File: src/rtl/varredor_tiros_if.sv
// Memory-side bus of the shot sweeper: shared address, registered
// read data from both memories and the load-flag write port.
interface varredor_tiros_if #(
    parameter int ADDR_W = 4,
    parameter int COOR_W = 4
);
    logic [ADDR_W-1:0]   mem_addr;
    logic [2*COOR_W+1:0] mem_q_tiro;
    logic                mem_q_loaded;
    logic                mem_load_we;
    logic                mem_load_data;

    modport master (
        output mem_addr,
        output mem_load_we,
        output mem_load_data,
        input  mem_q_tiro,
        input  mem_q_loaded
    );

    modport slave (
        input  mem_addr,
        input  mem_load_we,
        input  mem_load_data,
        output mem_q_tiro,
        output mem_q_loaded
    );
endinterface

File: src/rtl/varredor_tiros.sv
// Shot-table collision sweeper: finds the lowest loaded shot on the
// asteroid coordinate, counts loaded shots and unloads the hit shot.
module varredor_tiros #(
    parameter int N_TIROS = 16,
    parameter int ADDR_W  = 4,
    parameter int COOR_W  = 4
) (
    input  logic                clock,
    input  logic                reset_n,
    input  logic                iniciar,
    input  logic [COOR_W-1:0]   aste_coor_x,
    input  logic [COOR_W-1:0]   aste_coor_y,
    varredor_tiros_if.master    mem,
    output logic                ocupado,
    output logic                pronto,
    output logic                colisao,
    output logic [ADDR_W-1:0]   indice_colisao,
    output logic [1:0]          opcode_colisao,
    output logic [ADDR_W:0]     n_ativos
);
    localparam logic [2:0] OCIOSO = 3'd0;
    localparam logic [2:0] VARRE  = 3'd1;
    localparam logic [2:0] DRENA  = 3'd2;
    localparam logic [2:0] APAGA  = 3'd3;
    localparam logic [2:0] FIM    = 3'd4;

    localparam logic [ADDR_W-1:0] UM     = 1;
    localparam logic [ADDR_W-1:0] ULTIMO = ADDR_W'(N_TIROS - 1);
    localparam logic [ADDR_W:0]   UM_N   = 1;

    logic [2:0]        r_estado;
    logic [2:0]        w_prox;
    logic [ADDR_W-1:0] r_idx;
    logic [COOR_W-1:0] r_x;
    logic [COOR_W-1:0] r_y;
    logic              r_colisao;
    logic [ADDR_W-1:0] r_indice;
    logic [1:0]        r_opcode;
    logic [ADDR_W:0]   r_n;
    logic [ADDR_W-1:0] w_addr;

    logic [COOR_W-1:0] w_tx;
    logic [COOR_W-1:0] w_ty;
    logic [1:0]        w_top;
    logic [ADDR_W-1:0] w_idx_aval;
    logic              w_avalia;
    logic              w_ld;
    logic              w_hit;

    assign w_tx  = mem.mem_q_tiro[2*COOR_W+1 -: COOR_W];
    assign w_ty  = mem.mem_q_tiro[COOR_W+1 -: COOR_W];
    assign w_top = mem.mem_q_tiro[1:0];

    // idx wraps to 0 after the last address, so idx-1 also names
    // the last entry while draining.
    assign w_idx_aval = r_idx - UM;
    assign w_avalia   = (r_estado == VARRE && r_idx != '0)
                      || r_estado == DRENA;
    assign w_ld  = w_avalia && mem.mem_q_loaded;
    assign w_hit = w_ld && !r_colisao
                 && w_tx == r_x && w_ty == r_y;

    always_comb begin
        w_prox = r_estado;
        unique case (r_estado)
            OCIOSO: if (iniciar) w_prox = VARRE;
            VARRE:  if (r_idx == ULTIMO) w_prox = DRENA;
            DRENA:  w_prox = (r_colisao || w_hit) ? APAGA : FIM;
            APAGA:  w_prox = FIM;
            FIM:    w_prox = OCIOSO;
            default: w_prox = OCIOSO;
        endcase
    end

    always_comb begin
        w_addr = '0;
        unique case (1'b1)
            r_estado == VARRE: w_addr = r_idx;
            r_estado == APAGA: w_addr = r_indice;
            default:           w_addr = '0;
        endcase
    end

    always_ff @(posedge clock or negedge reset_n) begin
        if (!reset_n) begin
            r_estado  <= OCIOSO;
            r_idx     <= '0;
            r_x       <= '0;
            r_y       <= '0;
            r_colisao <= 1'b0;
            r_indice  <= '0;
            r_opcode  <= '0;
            r_n       <= '0;
        end else begin
            r_estado <= w_prox;
            if (r_estado == OCIOSO && iniciar) begin
                r_x       <= aste_coor_x;
                r_y       <= aste_coor_y;
                r_colisao <= 1'b0;
                r_indice  <= '0;
                r_opcode  <= '0;
                r_n       <= '0;
                r_idx     <= '0;
            end else begin
                if (r_estado == VARRE) r_idx <= r_idx + UM;
                if (w_ld) r_n <= r_n + UM_N;
                if (w_hit) begin
                    r_colisao <= 1'b1;
                    r_indice  <= w_idx_aval;
                    r_opcode  <= w_top;
                end
            end
        end
    end

    assign mem.mem_addr      = w_addr;
    assign mem.mem_load_we   = (r_estado == APAGA);
    assign mem.mem_load_data = 1'b0;

    assign ocupado        = (r_estado != OCIOSO);
    assign pronto         = (r_estado == FIM);
    assign colisao        = r_colisao;
    assign indice_colisao = r_indice;
    assign opcode_colisao = r_opcode;
    assign n_ativos       = r_n;
endmodule

File: src/flat_wrapper.sv
// flat-port wrapper written by rule: the top's interface ports become plain ports
module varredor_tiros_flat 
#(
    parameter int N_TIROS = 16,
    parameter int ADDR_W  = 4,
    parameter int COOR_W  = 4
)
  (clock, reset_n, iniciar, aste_coor_x, aste_coor_y, ocupado, pronto, colisao, indice_colisao, opcode_colisao, n_ativos, mem_mem_addr, mem_mem_load_we, mem_mem_load_data, mem_mem_q_tiro, mem_mem_q_loaded);
  varredor_tiros_if #(.ADDR_W(ADDR_W), .COOR_W(COOR_W)) mem_i ();
  input  logic clock;
  input  logic reset_n;
  input  logic iniciar;
  input  logic [COOR_W-1:0] aste_coor_x;
  input  logic [COOR_W-1:0] aste_coor_y;
  output logic ocupado;
  output logic pronto;
  output logic colisao;
  output logic [ADDR_W-1:0] indice_colisao;
  output logic [1:0] opcode_colisao;
  output logic [ADDR_W:0] n_ativos;
  output wire logic [$bits(mem_i.mem_addr)-1:0] mem_mem_addr;
  output wire logic [$bits(mem_i.mem_load_we)-1:0] mem_mem_load_we;
  output wire logic [$bits(mem_i.mem_load_data)-1:0] mem_mem_load_data;
  input wire logic [$bits(mem_i.mem_q_tiro)-1:0] mem_mem_q_tiro;
  input wire logic [$bits(mem_i.mem_q_loaded)-1:0] mem_mem_q_loaded;
  assign mem_mem_addr = mem_i.mem_addr;
  assign mem_mem_load_we = mem_i.mem_load_we;
  assign mem_mem_load_data = mem_i.mem_load_data;
  assign mem_i.mem_q_tiro = mem_mem_q_tiro;
  assign mem_i.mem_q_loaded = mem_mem_q_loaded;
  varredor_tiros #(.N_TIROS(N_TIROS), .ADDR_W(ADDR_W), .COOR_W(COOR_W)) u_core (.clock(clock), .reset_n(reset_n), .iniciar(iniciar), .aste_coor_x(aste_coor_x), .aste_coor_y(aste_coor_y), .mem(mem_i), .ocupado(ocupado), .pronto(pronto), .colisao(colisao), .indice_colisao(indice_colisao), .opcode_colisao(opcode_colisao), .n_ativos(n_ativos));
endmodule
File: config.mk
export PLATFORM = sky130hd
export DESIGN_NAME = varredor_tiros_flat
export DESIGN_NICKNAME = d
export VERILOG_FILES = /design/src/rtl/varredor_tiros_if.sv /design/src/rtl/varredor_tiros.sv /design/src/flat_wrapper.sv
export SDC_FILE = /design/constraint.sdc
export NUM_CORES = 1
export LEC_CHECK = 0
export CORE_MARGIN = 2
export CORE_UTILIZATION = 30
export DETAILED_ROUTE_END_ITERATION = 10
export GPL_TIMING_DRIVEN = 0
export PLACE_DENSITY = 0.56
export SLEW_MARGIN = 10
export SYNTH_ARGS = -nofsm -noshare
export SYNTH_HDL_FRONTEND = slang
export SYNTH_SLANG_ARGS = --single-unit
File: constraint.sdc
create_clock -name clock -period 2 [get_ports clock]
set_input_delay 0.2 -clock clock [delete_from_list [all_inputs] [get_ports clock]]
set_output_delay 0.2 -clock clock [all_outputs]
set_load 0.01 [all_outputs]
==> impl_metrics.json <==
{
  "synth_area_leaders": "dfrtp_1 46%, nand2_1 8.5%, xor2_1 6.0%",
  "post-route-min-period_ns": 1.98,
  "synthArstFlopShare": 1.00,
  "synthToLayoutAreaGrowth_pct": 42.0,
  "holdCritStartpoint": "aste_coor_y[1]",
  "grt_overflow_total": 0,
  "avgSynthCellArea_um2": 9.14,
  "syn_inst": 159,
  "ys_warn_count": 0,
  "max_stage_delay_ns": 0.52,
  "core_um2": 4690,
  "cts-root-buf": "clkbuf_8",
  "ys.flop_type": "dfrtp_1",
  "end_kind": "primary output",
  "path_clk_slew_ns": 0.10,
  "maxCapViolations": 0,
  "grt_max_degree": 28,
  "final_min_period_over_clock_period": 0.992,
  "cpMaxStageDelayCell": "clkdlybuf4s50_1",
  "swShare": 0.389,
  "skew_ns": 0.00679,
  "power_frac_seq": 0.370,
  "nNetsFinal": 238,
  "arrival_ns": 1.78,
  "irDropWorstVdd_mv": 0.603,
  "diodes": 0,
  "cts_max_path_buffers": 2,
  "setup-violations-final": 0,
  "firstDrtPassIters": 4,
  "syn-num-nets": 184,
  "hold_depth": 3,
  "status": "finished, final reports clean",
  "cts_sinks": 27,
  "power.switching_w": 0.000949,
  "r2r_slack_ns": 0.16,
  "comb_power_share": 0.498,
  "fin_cells": 266,
  "leakage_nw": 0.990,
  "fp.dieH_um": 73.6,
  "wire_per_inst_um": 12.9,
  "drcViolationCount": 0,
  "p_int_w": 0.00149,
  "grt_antenna_before_repair": 0,
  "ant_nets": 0,
  "cts_buffers": 3,
  "rr_worst_depth": 6,
  "start_util": 0.310,
  "initialDrtViolationCount": 52,
  "yosysTopAreaCell": "dfrtp_1",
  "stdcell_area_um2": 2060,
  "cts-htree-levels": 1,
  "grt_pass1_vias": 1324,
  "grt_first_pass_wirelength_um": 6090,
  "synth_top_area_frac": 0.465,
  "min_to": "u_core.r_y[1]",
  "hold_violations": 0,
  "drt_wl_total_um": 3440,
  "rsz0062_at_grt": "yes",
  "layout_commonest_cell": "clkdlybuf4s50_1",
  "drive_above_1_share": 0.123,
  "worstSetupPathType": "reg -> out",
  "viasPerCell": 4.74,
  "finalPower_w": 0.00244,
  "rows": 25,
  "io_buffers": 40,
  "r2r-end": "u_core.n_ativos[3]",
  "post-dp-hpwl_um": 2300,
  "cp_num_buf_inv": 3,
  "die-area_um2": 5420,
  "cts_tree": "done",
  "crit_path_cell_trace": "buf_2, nor3b_4, buf_4, clkdlybuf4s50_1",
  "fmax_mhz": 504,
  "synth_edf_count": 0,
  "die_w_um": 73.6,
  "yosysSeqAreaShare": 0.465,
  "drv_slew": 0,
  "startpoint_type": "flip-flop",
  "relSlewSlack": 0.592,
  "crit_cells": 4,
  "tns_ns": 0,
  "crit_path_max_fanout": 8,
  "worstPathRequired_ns": 1.80,
  "synth.distinct_cells": 34,
  "fill_cells": 475,
  "dpl_cell_area_um2": 1920,
  "critPathTopFamily": "buffers and inverters",
  "clockPowerShare": 0.132,
  "num_vias": 1262,
  "grtUsageTotal": 0.145,
  "worst_pin_slew_ns": 0.612,
  "r2r-start": "u_core.r_estado[0]",
  "ys_ff_latch": 27,
  "worstHoldPathType": "in -> reg",
  "post-place-cells": 253,
  "worstSkewPairLatency_ns": 0.28,
  "power_density_nw_per_um2": 1180,
  "mostFrequentLayoutCells": "35 x clkdlybuf4s50_1, 33 x nand2_1, 25 x dfrtp_1, 10 x nor2_1, 10 x xor2_1",
  "gp_congestion": 0.763,
  "netlist_area_um2": 1450,
  "io_pins": 42
}
==> power groups by stage <==
stage / clock network, W / logic [W] / registers [W]
finish: 0.000321 / 0.00121 / 0.000904
global route: 0.000356 / 0.00138 / 0.000936
CTS: 0.000338 / 0.00121 / 0.000902
detailed placement: 0 / 0.00114 / 0.000917
global placement: 0 / 0.00114 / 0.000914
floorplan: 0 / 0.000714 / 0.000901
==> worst max-delay path by stage <==
stage,from,to,slack [ns]
final,u_core.r_estado[2],mem_mem_load_we,0.02
after global routing,u_core.r_estado[0],ocupado,-0.06
after CTS,u_core.r_estado[0],ocupado,0.03
after detailed placement,u_core.r_estado[1],mem_mem_addr[1],-0.33
after global placement,u_core.r_estado[1],mem_mem_addr[1],-0.35
after floorplan,u_core.r_estado[1],mem_mem_addr[0],0.24
==> through the flow <==
stage                     setup slack [ns]   util  hold slack [ns]
after CTS                           0.0250  0.438            0.440
after detailed placement            -0.330  0.409            0.256
final                               0.0163  0.440            0.442
after global placement              -0.351  0.410            0.466
after floorplan                      0.244      -          -0.0956
after global routing               -0.0628  0.440            0.449
==> area by class of cell <==
cell class                 instances  area (um2)  area share
buffer                            10        55.1      0.0267
clock buffer                       3        41.3      0.0200
clock inverter                     1        5.00     0.00242
inverter                           8        30.0      0.0145
multi-input combinational        114         727       0.352
sequential                        27         678       0.328
tap                               54        67.6      0.0327
timing repair buffer              49         460       0.223
==> worst reg2reg max path, delay by kind of cell, from the launching register on <==
family	cells	cell delay [ns]
buffers and inverters	2	0.33
AO/OA/AOI/OAI	1	0.15
AND/OR/NAND/NOR	3	0.87
flip-flops	1	0.44
==> cells in the mapped netlist, types with 3 or more instances <==
master,n
nand2_1,33
dfrtp_1,27
nor2_1,10
xor2_1,10
inv_1,8
a21oi_1,7
mux2i_1,7
buf_2,5
nor3_1,5
a22o_1,4
nand3_1,4
xnor2_1,4
clkbuf_1,3
ha_1,3
nor3b_1,3
o21ai_0,3
==> registers in the layout, indices dropped and copies added, names as in the netlist <==
name and flops:
u_core.indice_colisao 4, u_core.r_x 4, u_core.colisao 1, u_core.r_estado 3, u_core.r_y 4, u_core.r_idx 4, u_core.opcode_colisao 2, u_core.n_ativos 5
==> per-layer routing <==
layer | track usage | part of all wire | vias up
li1 | - | - | 638
met1 | 0.204 | 0.50 | 593
met2 | 0.228 | 0.44 | 29
met3 | 0.0398 | 0.051 | 2
met4 | 0.0242 | 0.0084 | 0
met5 | 0 | 0 | -
==> what timing repair did <==
item | 4_1_cts | 5_1_grt
buffers inserted | 8 | 0
gates resized for setup | 11 | 2
endpoints found under the setup margin | 6 | 4
hold buffers | 1 | 0
endpoints found under the hold margin | 27 | 0
pin swaps | 3 | 0
==> kinds of logic (layout without fill, tap and decap cells) <==
family / Yosys count / after routing / share of synthesized area
multiplexers: 7 / 7 / 0.0482
XOR/XNOR: 14 / 14 / 0.0843
AO/OA/AOI/OAI: 20 / 20 / 0.0886
adder cells (fa/ha/maj): 3 / 3 / 0.0258
other: 1 / 1 / 0.00258
AND/OR/NAND/NOR: 69 / 69 / 0.232
buffers and inverters: 18 / 71 / 0.0534
flip-flops: 27 / 27 / 0.465
Power figures use the tool's default switching activity.
